## src/rtl/mmio_timer_pkg.sv

```systemverilog
// Shared register map, bit positions and byte-lane merge helper for mmio_timer.
package mmio_timer_pkg;

    typedef enum logic [1:0] {
        REG_CTRL    = 2'd0,
        REG_COUNT   = 2'd1,
        REG_COMPARE = 2'd2,
        REG_STATUS  = 2'd3
    } reg_off_e;

    localparam int unsigned CTRL_EN           = 0;
    localparam int unsigned CTRL_AUTO_RELOAD  = 1;
    localparam int unsigned CTRL_IRQ_EN       = 2;
    localparam int unsigned CTRL_PRESCALE_LSB = 16;

    localparam int unsigned STATUS_MATCH = 0;
    localparam int unsigned STATUS_OVF   = 1;

    function automatic logic [31:0] byte_merge(
        input logic [31:0] cur,
        input logic [31:0] wdata,
        input logic [3:0]  sel
    );
        logic [31:0] r;
        r = cur;
        for (int unsigned i = 0; i < 4; i++) begin
            if (sel[i]) r[8*i +: 8] = wdata[8*i +: 8];
        end
        return r;
    endfunction

endpackage

```

## src/rtl/timer_prescaler.sv

```systemverilog
// Divide-by-(div+1) tick generator; frozen while disabled, restarted by clr.
module timer_prescaler #(
    parameter int unsigned PRESCALE_W = 16
) (
    input  logic                  clk,
    input  logic                  rst,
    input  logic                  en,
    input  logic                  clr,
    input  logic [PRESCALE_W-1:0] div,
    output logic                  tick
);

    logic [PRESCALE_W-1:0] pre_cnt;

    assign tick = en && (pre_cnt == div);

    always_ff @(posedge clk) begin
        if (rst) begin
            pre_cnt <= '0;
        end else if (clr) begin
            pre_cnt <= '0;
        end else if (en) begin
            pre_cnt <= tick ? '0 : pre_cnt + PRESCALE_W'(1);
        end
    end

endmodule

```

## src/rtl/mmio_timer.sv

```systemverilog
// Memory-mapped 32-bit timer: prescaled counter with compare match, overflow
// flag and level interrupt, combinational reads and edge-registered writes.
module mmio_timer
    import mmio_timer_pkg::*;
#(
    parameter int unsigned PRESCALE_W  = 16,
    parameter logic [31:0] COMPARE_RST = 32'hFFFF_FFFF
) (
    input  logic        clk,
    input  logic        rst,
    input  logic        ce,
    input  logic        we,
    input  logic [31:0] addr,
    input  logic [3:0]  sel,
    input  logic [31:0] data_i,
    output logic [31:0] data_o,
    output logic        irq
);

    localparam logic [31:0] CTRL_MASK =
        32'h0000_0007 | (((32'd1 << PRESCALE_W) - 32'd1) << CTRL_PRESCALE_LSB);

    logic [31:0] ctrl_q;
    logic [31:0] count_q;
    logic [31:0] compare_q;
    logic        match_q;
    logic        ovf_q;

    reg_off_e    off;
    logic        wr_any;
    logic        ctrl_wr;
    logic        count_wr;
    logic        compare_wr;
    logic        status_wr;
    logic        tick;
    logic [31:0] count_next;
    logic        match_set;
    logic        ovf_set;
    logic        unused_addr;

    assign unused_addr = ^{addr[31:4], addr[1:0]};

    always_comb begin
        off        = reg_off_e'(addr[3:2]);
        wr_any     = ce && we && (sel != 4'b0000);
        ctrl_wr    = wr_any && (off == REG_CTRL);
        count_wr   = wr_any && (off == REG_COUNT);
        compare_wr = wr_any && (off == REG_COMPARE);
        status_wr  = ce && we && (off == REG_STATUS) && sel[0];
    end

    timer_prescaler #(
        .PRESCALE_W(PRESCALE_W)
    ) u_prescaler (
        .clk  (clk),
        .rst  (rst),
        .en   (ctrl_q[CTRL_EN]),
        .clr  (ctrl_wr),
        .div  (ctrl_q[CTRL_PRESCALE_LSB +: PRESCALE_W]),
        .tick (tick)
    );

    // A bus write to COUNT suppresses the tick and all flag evaluation.
    always_comb begin
        count_next = count_q;
        match_set  = 1'b0;
        ovf_set    = 1'b0;
        if (count_wr) begin
            count_next = byte_merge(count_q, data_i, sel);
        end else if (tick) begin
            if (ctrl_q[CTRL_AUTO_RELOAD] && (count_q == compare_q)) begin
                count_next = '0;
            end else begin
                count_next = count_q + 32'd1;
                ovf_set    = (count_q == '1);
            end
            match_set = (count_next == compare_q);
        end
    end

    always_ff @(posedge clk) begin
        if (rst) begin
            ctrl_q    <= '0;
            count_q   <= '0;
            compare_q <= COMPARE_RST;
            match_q   <= 1'b0;
            ovf_q     <= 1'b0;
        end else begin
            if (ctrl_wr)    ctrl_q    <= byte_merge(ctrl_q, data_i, sel) & CTRL_MASK;
            if (compare_wr) compare_q <= byte_merge(compare_q, data_i, sel);
            count_q <= count_next;
            match_q <= match_set || (match_q && !(status_wr && data_i[STATUS_MATCH]));
            ovf_q   <= ovf_set   || (ovf_q   && !(status_wr && data_i[STATUS_OVF]));
        end
    end

    always_comb begin
        data_o = '0;
        if (ce && !we && !rst) begin
            case (off)
                REG_CTRL:    data_o = ctrl_q;
                REG_COUNT:   data_o = count_q;
                REG_COMPARE: data_o = compare_q;
                REG_STATUS: begin
                    data_o[STATUS_MATCH] = match_q;
                    data_o[STATUS_OVF]   = ovf_q;
                end
            endcase
        end
    end

    assign irq = ctrl_q[CTRL_IRQ_EN] && match_q;

endmodule

```

## config.mk

```make
export PLATFORM = sky130hd
export DESIGN_NAME = mmio_timer
export DESIGN_NICKNAME = d
export VERILOG_FILES = /design/src/rtl/mmio_timer_pkg.sv /design/src/rtl/timer_prescaler.sv /design/src/rtl/mmio_timer.sv
export SDC_FILE = /design/constraint.sdc
export NUM_CORES = 1
export LEC_CHECK = 0
export CAP_MARGIN = 30
export CORE_AREA = 8 8 118 174
export DETAILED_ROUTE_END_ITERATION = 8
export DIE_AREA = 0 0 126 182
export GPL_ROUTABILITY_DRIVEN = 0
export PLACE_DENSITY = 0.71
export SLEW_MARGIN = 20
export SYNTH_ARGS = -nofsm -noshare
export SYNTH_HDL_FRONTEND = slang
export SYNTH_SLANG_ARGS = --single-unit
```

## constraint.sdc

```tcl
create_clock -name clk -period 4.5 [get_ports clk]
set_clock_uncertainty 0.15 [all_clocks]
set_input_delay 0.45 -clock clk [delete_from_list [all_inputs] [get_ports clk]]
set_output_delay 0.45 -clock clk [all_outputs]
set_load 0.01 [all_outputs]
```

---- Word-level counts from Yosys, hierarchy flattened ----
Cells that the tools add are included.
word-level totals
  register bits after elaboration ......... 101
  bits of input ports ..................... 72
  output and inout bits ................... 33
operators by class
  $add $sub $neg .......................... 2
  equality and inequality tests ........... 11
  muxes and demuxes ....................... 18
  reductions and logical operators ........ 37
operators with widths
  cell                     count
  $mux W32                 6
  $pmux W30 S3             1
  $eq A32 B32 Y1           2
  $add A32 B1 Y32 const B  1
  $eq A32 B32 Y1 const B   1
  $mux W8                  4
  $reduce_and A2 Y1        11
  $add A16 B1 Y16 const B  1
  $eq A16 B16 Y1           1
  $logic_and A1 B1 Y1      16
  $mux W16                 1
  $ne A2 B2 Y1 const B     4
  $pmux W2 S4              1
  $mux W1                  5
  $eq A2 B2 Y1 const B     2
  $logic_not A1 Y1         4
  $reduce_bool A4 Y1       1
  $eq A2 B1 Y1 const B     1
  $logic_not A2 Y1         1
  $logic_or A1 B1 Y1       2
  $reduce_bool A2 Y1       1
  $reduce_or A2 Y1         1

---- Logic depth before layout (Yosys ltp) ----
Gate-level depths: netlist of the first run.
  depth after elaboration ................. 9
  gate-level depth with buffers ........... 11
  gate-level depth less buffers ........... 9

---- Hierarchy ----
Synthesis of the first run repeated with hierarchy kept, for this count alone.
unflattened totals
  cell total of the unflattened synthesis .. 942
  area total of the unflattened synthesis .. 6925.4 sq um
modules (own cells, without submodules)
  module           times used  cells each  area an instance (sq um)  seq. area each (sq um)
  mmio_timer       1           829         5896.9                    1701.6
  timer_prescaler  1           113         1028.5                    320.3

---- Least setup slack after synthesis of the first run ----
No wires, ideal clock.
  path type ............................... reg-to-reg
  start point ............................. register count_q[5]
  end point ............................... register match_q
  library setup time ...................... 0.087 ns
  arrival time ............................ 2.719 ns
  data required time ...................... 4.263 ns
  slack ................................... 1.544 ns
  cell stages (with the launch flop) ...... 11
  buffers on the path ..................... 2
  cells stage by stage .................... dfxtp_1 > inv_2 > a2111o_1 > or4_1 > buf_2 > nor4_4 > buf_2 > nor3_1 > nor4b_1 > nand4_1 > o31ai_1
between the ends
  word-level cells in the longest chain between the ends .. 9
  elaborated cells between the ends (all ways) .. 10
ends and longest elaborated chain
  element                                                  line              source
  start: declaration                                       mmio_timer.sv:24  logic [31:0] count_q;
  start signal: assignment                                 mmio_timer.sv:91  count_q <= count_next;
  branches (longest 2 deep; another with $add A32 B1 Y32)  -
  $mux W32 *                                               mmio_timer.sv:71  if (ctrl_q[CTRL_AUTO_RELOAD] && (count_q == compare_q)) begin
  $mux W32 *                                               mmio_timer.sv:70  end else if (tick) begin
  $mux W32 *                                               mmio_timer.sv:68  if (count_wr) begin
  $eq A32 B32 Y1 *                                         mmio_timer.sv:77  match_set = (count_next == compare_q);
  $mux W1 *                                                mmio_timer.sv:70
  $mux W1 *                                                mmio_timer.sv:68
  $logic_or A1 B1 Y1 *                                     mmio_timer.sv:92  match_q <= match_set || (match_q && !(status_wr && data_i[STATUS_MATCH]));
  end signal: assignment                                   mmio_timer.sv:92
  end: declaration                                         mmio_timer.sv:26  logic match_q;
Every way passes the cells marked *. The select of a mux whose other input is x is not followed.
A chain may end at the register's enable or synchronous reset.

---- Worst setup path after layout of the first run ----
  start point ............................. register count_q[19]
  end point ............................... register count_q[22]
between the ends
  word-level cells in the longest chain between the ends .. 7
  elaborated cells between the ends (all ways) .. 8
ends and longest elaborated chain
  element                                                  line
  branches (longest 2 deep; another with $add A32 B1 Y32)  -
  $mux W32 *                                               mmio_timer.sv:71
  $mux W32 *                                               mmio_timer.sv:70
  $mux W32 *                                               mmio_timer.sv:68
  $mux W32 *                                               mmio_timer.sv:70
  $mux W32 *                                               mmio_timer.sv:68
Marks and branches as above.

==> metrics.txt, run 1 <==
Final ANT Viol Nets 0; Rows 60; Seq cells post-synth roughly 100; area of the multi-input gates 4690 sq um; final worst path period need 3.62 ns; Leak between 0.002 and 0.003 uW; Sink Count just over 100; RSZ-0062 raised after global routing false; DP Cell Count approximately 1200; hold_sp ovf_q; Vias/cell 6.13; IO Port Bufs 74; Residual DRC 0; hold_buf cts 0; Post-synth EDFFs 0; crit path capture type flop; HP Class reg2reg; fmax approximately 280 MHz; R2R Path End count_q[22]; power density cells around 250 nW/um^2; Max-slew headroom 0.281; Avg Cell Area, Syn just over 7 sq um; worst vdd ir approximately 0.15 mV; worst r2r src count_q[19]; GRT Total Usage 0.218; Iteration-0 DRC Markers between 900 and 1000; Synth Net Count 1044; # Post-CTS Setup Buffers 0; initial antenna violation count 0; Synth cell types 65; endpoints failing hold 0; fill cell count around 1800; final wirelength approximately 26 mm; Worst Max-Slew Pin Slew 1.06 ns; first-pass GRT wire length slightly below 40 mm; Syn Inst Count 970; maximum clock path buffer count 2; die area between 20000 and 25000 sq um; H-tree levels 3; # setup viols final 0; crit path kind reg2reg; Max-Cap Viols 0; drt pass-1 iters 6; Area Overhead vs Synth 17.3%; Reg2Reg Setup Slack just under 0.9 ns; I/O Pins 105; CTS resizes 0; nets 1071; critical path launch point type flop; synthesized cell area 7050 sq um; Core Area ~18000 sq um; Post-DP HPWL 18.8 mm; vias in the first global route just over 7000; design area slightly above 8000 sq um; largest net degree at the start of global routing 90; clock latency on the worst-skew pair between 0.3 and 0.4 ns; TritonCTS clock tree done; CTS Buf Count 9; non-filler cells, final 1219; crit path max fanout 11; main flop type after synthesis dfxtp_1; GRT overflow 0; end-of-flow core utilization 0.463; Worst Hold Endpoint ovf_q; placed inst area between 7000 and 8000 sq um; CTS Root Cell clkbuf_16; hold depth 2; status finished clean; WL/cell 20.9 um; Final Max Slew Viols 0; ys async rst share 0; Die H 182 um; die span in x around 130 um; Final Cycle Share 0.805; Worst EP required around 4.6 ns; Clock transition at path regs approximately 0.080 ns; Reg area 2020 sq um; Starting Density 0.395; register area share after synthesis 0.287; Ant. Diodes 0; Worst Reg2Reg Path Length in Cells 8; Worst Path Arrival between 3 and 4 ns; via count roughly 7500; Ys Warns 0; Setup TNS Final 0 ns; share of cells above drive strength 1 0.0549
through the flow:
stage               setup WS [ns]  total power (uW)  hold slack, ns
detailed placement           1.00              1190           0.317
global route                0.731              2110           0.350
finish                      0.880              2050           0.330
CTS                         0.966              2050           0.328
floorplan                    1.54              1080           0.279
global placement             1.02              1180           0.291
synthesized netlist by cell type, drive strengths merged, types with 2 or more instances:
library cell | instances | share of area
dfxtp | 101 | 0.29
o31a | 2 | 0.0025
a21oi | 60 | 0.043
nor4 | 16 | 0.017
and2 | 10 | 0.0089
nor2b | 10 | 0.0089
buf | 10 | 0.0067
mux2i | 25 | 0.035
a31oi | 4 | 0.0035
a311oi | 4 | 0.0050
a2111oi | 3 | 0.0046
o311ai | 3 | 0.0037
nor2 | 122 | 0.065
nand2b | 7 | 0.0062
o31ai | 6 | 0.0064
nand3b | 39 | 0.042
a22oi | 21 | 0.022
nand4 | 20 | 0.020
or4 | 4 | 0.0043
o21a | 2 | 0.0021
a211oi | 12 | 0.013
xor2 | 43 | 0.053
or3 | 5 | 0.0044
nand3 | 58 | 0.041
nor3b | 3 | 0.0032
or2 | 3 | 0.0027
a222oi | 2 | 0.0028
mux4 | 2 | 0.0064
a21o | 2 | 0.0021
and4 | 15 | 0.019
o2111ai | 3 | 0.0037
nor3 | 24 | 0.017
and3 | 17 | 0.015
nand2 | 137 | 0.073
o22ai | 4 | 0.0035
a221oi | 2 | 0.0025
xnor2 | 40 | 0.050
nor4b | 4 | 0.0050
ha | 2 | 0.0035
clkbuf | 70 | 0.037
o21ai | 23 | 0.016
a2111o | 2 | 0.0032
inv | 11 | 0.0059
o221ai | 2 | 0.0025
logic make-up (layout without fill, tap and decap cells):
logic type / count (synthesis) / after routing / share of synthesized area
DFF: 101 / 101 / 0.287
xor gates and xnor gates: 83 / 83 / 0.103
buffers and inverters: 91 / 123 / 0.0499
muxes: 28 / 28 / 0.0435
adders and majority gates: 2 / 2 / 0.00355
and+or+nand+nor: 498 / 498 / 0.358
AOI/OAI and AO/OA: 167 / 167 / 0.155
layout make-up:
| class | instances | share of cell area |
|---|---|---|
| well taps | 217 | 0.0328 |
| clock buffers | 9 | 0.0272 |
| inverters | 11 | 0.00499 |
| repair buffers | 96 | 0.110 |
| flip-flops and latches | 101 | 0.245 |
| clock inverters | 7 | 0.0127 |
| multi-input cells | 778 | 0.567 |
placed cells by master, fill, tap and decap left out, types with 3 or more instances in the layout:
master / count
a211oi_1: 12
a21oi_1: 60
a22oi_1: 21
a311oi_1: 4
a31oi_1: 4
and2_1: 10
and3_1: 17
and4_1: 15
buf_4: 21
clkbuf_16: 9
clkdlybuf4s50_1: 73
dfxtp_1: 101
inv_1: 10
mux2i_1: 25
nand2_1: 137
nand2b_1: 7
nand3_1: 58
nand3b_1: 39
nand4_1: 19
nor2_1: 122
nor2b_1: 9
nor3_1: 23
nor4_1: 14
nor4b_1: 4
o2111ai_1: 3
o21ai_0: 23
o22ai_1: 4
o311ai_0: 3
o31ai_1: 6
or2_2: 3
or3_1: 5
or4_1: 4
xnor2_1: 40
xor2_1: 43
where the power goes:
part | switching (uW) | total, uW | internal [uW]
clock network | 379 | 875 | 496
logic | 127 | 231 | 104
registers | 33.7 | 941 | 908
flip-flops by register name, summed over array words and instances, names as in the netlist:
name,cells
match_q,1
count_q,32
ovf_q,1
compare_q,32
ctrl_q,19
u_prescaler.pre_cnt,16
per-layer routing:
metal | wire length, um | track usage
met5 | 0 | 0
met4 | 1520 | 0.142
met3 | 1870 | 0.0343
met2 | 12900 | 0.388
met1 | 9220 | 0.235
critical path, stage by stage, from the launching register on:
cell	delay [ns]
dfxtp_1	0.55
nor2b_1	0.13
a2111o_1	0.34
or4_1	0.64
or4_1	0.80
nand2_1	0.45
o21ai_0	0.16
a21oi_1	0.19
nor2_1	0.06
worst max path at each step:
stage	to	from	cells after the start
floorplan	match_q	count_q[5]	10
global placement	count_q[5]	count_q[19]	8
detailed placement	count_q[5]	count_q[19]	8
CTS	count_q[22]	count_q[19]	8
global route	count_q[13]	count_q[19]	8
finish	count_q[22]	count_q[19]	8
No activity file was read; power rests on OpenSTA's default activity.
==> run 2, diff against run 1 <==
- PLACE_DENSITY: 0.71 -> 0.73
- clock period: 4.5 -> 3.1 ns (I/O delays scaled with it)
==> metrics.txt, run 2 (synthesis gave the netlist of run 1 again) <==
crit path kind reg2reg; crit path cell chain nor2b_1, a2111o_1, or4_4, buf_4, nor3b_1, buf_4, o21ai_0, a22o_1, o31ai_1; TritonCTS clock tree done; endpoints failing hold 0 (unchanged); Final Cycle Share 1.01 (+0.203); die span in x 126 um (unchanged); # setup viols final 2 (+2); Top Registers compare_q: 32 flops, count_q: 32 flops, ctrl_q: 19 flops; IO Port Bufs 74 (unchanged); Leak 0.00352 uW (+19%); largest net degree at the start of global routing 58 (-36%); largest stage delay on the critical path 0.58 ns (-0.22 ns); placed inst area 8680 sq um (+9.3%); share of cells above drive strength 1 0.172 (+0.117); Area Overhead vs Synth 30.3%; Max-Cap Viols 0 (unchanged); CTS Root Cell clkbuf_16; Starting Density 0.395 (unchanged); kind of cell adding the most delay to the critical path simple AND/OR/NAND/NOR gates; Sink Count 101 (unchanged); I/O Pins 105 (unchanged); Rows 60 (unchanged); pre-CTS setup slack -0.106 ns (-1.11 ns); final worst path period need 3.12 ns (-0.497 ns); fill cell count 1707 (-4.8%); Worst Path Arrival 3.24 ns (-0.44 ns); crit path capture type flop; die area 22900 sq um (unchanged); GRT overflow 0 (unchanged); final wirelength 28.5 mm (+12%); commonest non-fill, non-tap cell in the layout nand2_1; GRT Total Usage 0.246 (+0.0280); Ant. Diodes 0 (unchanged); Max-slew headroom 0.366 (+0.0848); failing checks setup timing; Post-DP HPWL 21.5 mm (+15%); status finished, violations left; WL/cell 21.6 um (+3.0%); maximum clock path buffer count 2 (unchanged); Worst Max-Slew Pin Slew 0.947 ns (-0.117 ns); Iteration-0 DRC Markers 997 (+4.2%); worst vdd ir 0.239 mV (+59%); Vias/cell 6.15 (+0.34%); worst path bufs/invs 2 (+2); power density cells 325 nW/um^2 (+31%); via count 8126 (+8.7%); clock latency on the worst-skew pair 0.36 ns (about the same); Clock transition at path regs 0.08 ns (about the same); fmax 320 MHz (+16%); drt pass-1 iters 6 (unchanged); Hold Slack 0.112 ns (-0.217 ns); Worst EP required 3.22 ns (-1.33 ns); critical path launch point type flop; initial antenna violation count 0 (unchanged); Final Max Slew Viols 0 (unchanged); non-filler cells, final 1321 (+8.4%); nets 1173 (+9.5%); Crit-path slowest cell or4_4; Final ANT Viol Nets 0 (unchanged); H-tree levels 3 (unchanged); hold_buf cts 0 (unchanged); CTS Buf Count 9 (unchanged); DP Cell Count 1300 (+8.1%); first-pass GRT wire length 44.1 mm (+11%); Core Area 17900 sq um (unchanged); end-of-flow core utilization 0.514 (+0.0513); final worst slack -0.0237 ns (-0.903 ns); Residual DRC 0 (unchanged); Die H 182 um (unchanged); crit path max fanout 8 (-3); most frequent CP cell buf_4; vias in the first global route 7896 (+8.6%); HP Class in2reg; most frequent cells in the layout nand2_1, buf_4, nor2_1, dfxtp_1, clkdlybuf4s50_1; design area 9180 sq um (+11%)
-- run 2: changes by cell type in the layout (fill, tap and decap cells not counted), moves of 5 or more --
cell and delta:
buf_4 +101, dfxtp_1 -10, dfxtp_2 +10, xnor2_1 -6
xnor2_2 +5
-- run 2: per-layer routing --
layer	track usage	vias to the layer above	routed length (um)	part of all wire
met5	0	-	0	0
li1	-	3696	-	-
met4	0.180	0	2530	0.089
met1	0.258	3806	10100	0.35
met2	0.425	459	13600	0.48
met3	0.0569	165	2280	0.080
-- run 2: layout make-up --
type                       instances  area (sq um)  area share
clock buffer                      10           239      0.0260
clock inverter                     6          77.6     0.00845
inverter                          11          41.3     0.00450
multi-input combinational        778          4830       0.526
sequential                       101          2030       0.222
tap                              217           272      0.0296
timing repair buffer             198          1690       0.184
-- run 2: power by group --
part           internal (uW)  total, uW  switching [uW]
logic                    184        412             228
registers               1320       1350            27.6
clock network            665       1230             562
total                   2170       2990             818
-- run 2: repair_timing --
action,4_1_cts,5_1_grt
setup endpoints to repair,1,21
setup buffers,1,4
gates resized for setup,3,33
pin swaps,1,7
-- run 2: metrics by stage --
step	power, uW	setup TNS (ns)
4_1_cts	2960	0
6_report	2990	-0.0426
5_1_grt	3070	-0.158
3_5_place_dp	1770	-0.106
2_1_floorplan	1560	0
3_3_place_gp	1760	-0.0948
-- run 2: worst reg2reg max path: stages (launching register included) --
cell and delay [ns]:
dfxtp_1 0.31, nor2b_1 0.15, a2111o_1 0.39, or4_4 0.58, buf_4 0.16, nor3b_1 0.36
buf_4 0.26, o21ai_0 0.14, a22o_1 0.26, o31ai_1 0.26
-- run 2: path summary, 6_finish.rpt --
check / start / depth (start not counted) / end / slack, ns
min reg2reg: ovf_q / 2 / ovf_q / 0.33
max: count_q[22] / 9 / match_q / -0.02
max reg2reg: count_q[22] / 9 / match_q / -0.02
min: rst / 2 / ctrl_q[1] / 0.11
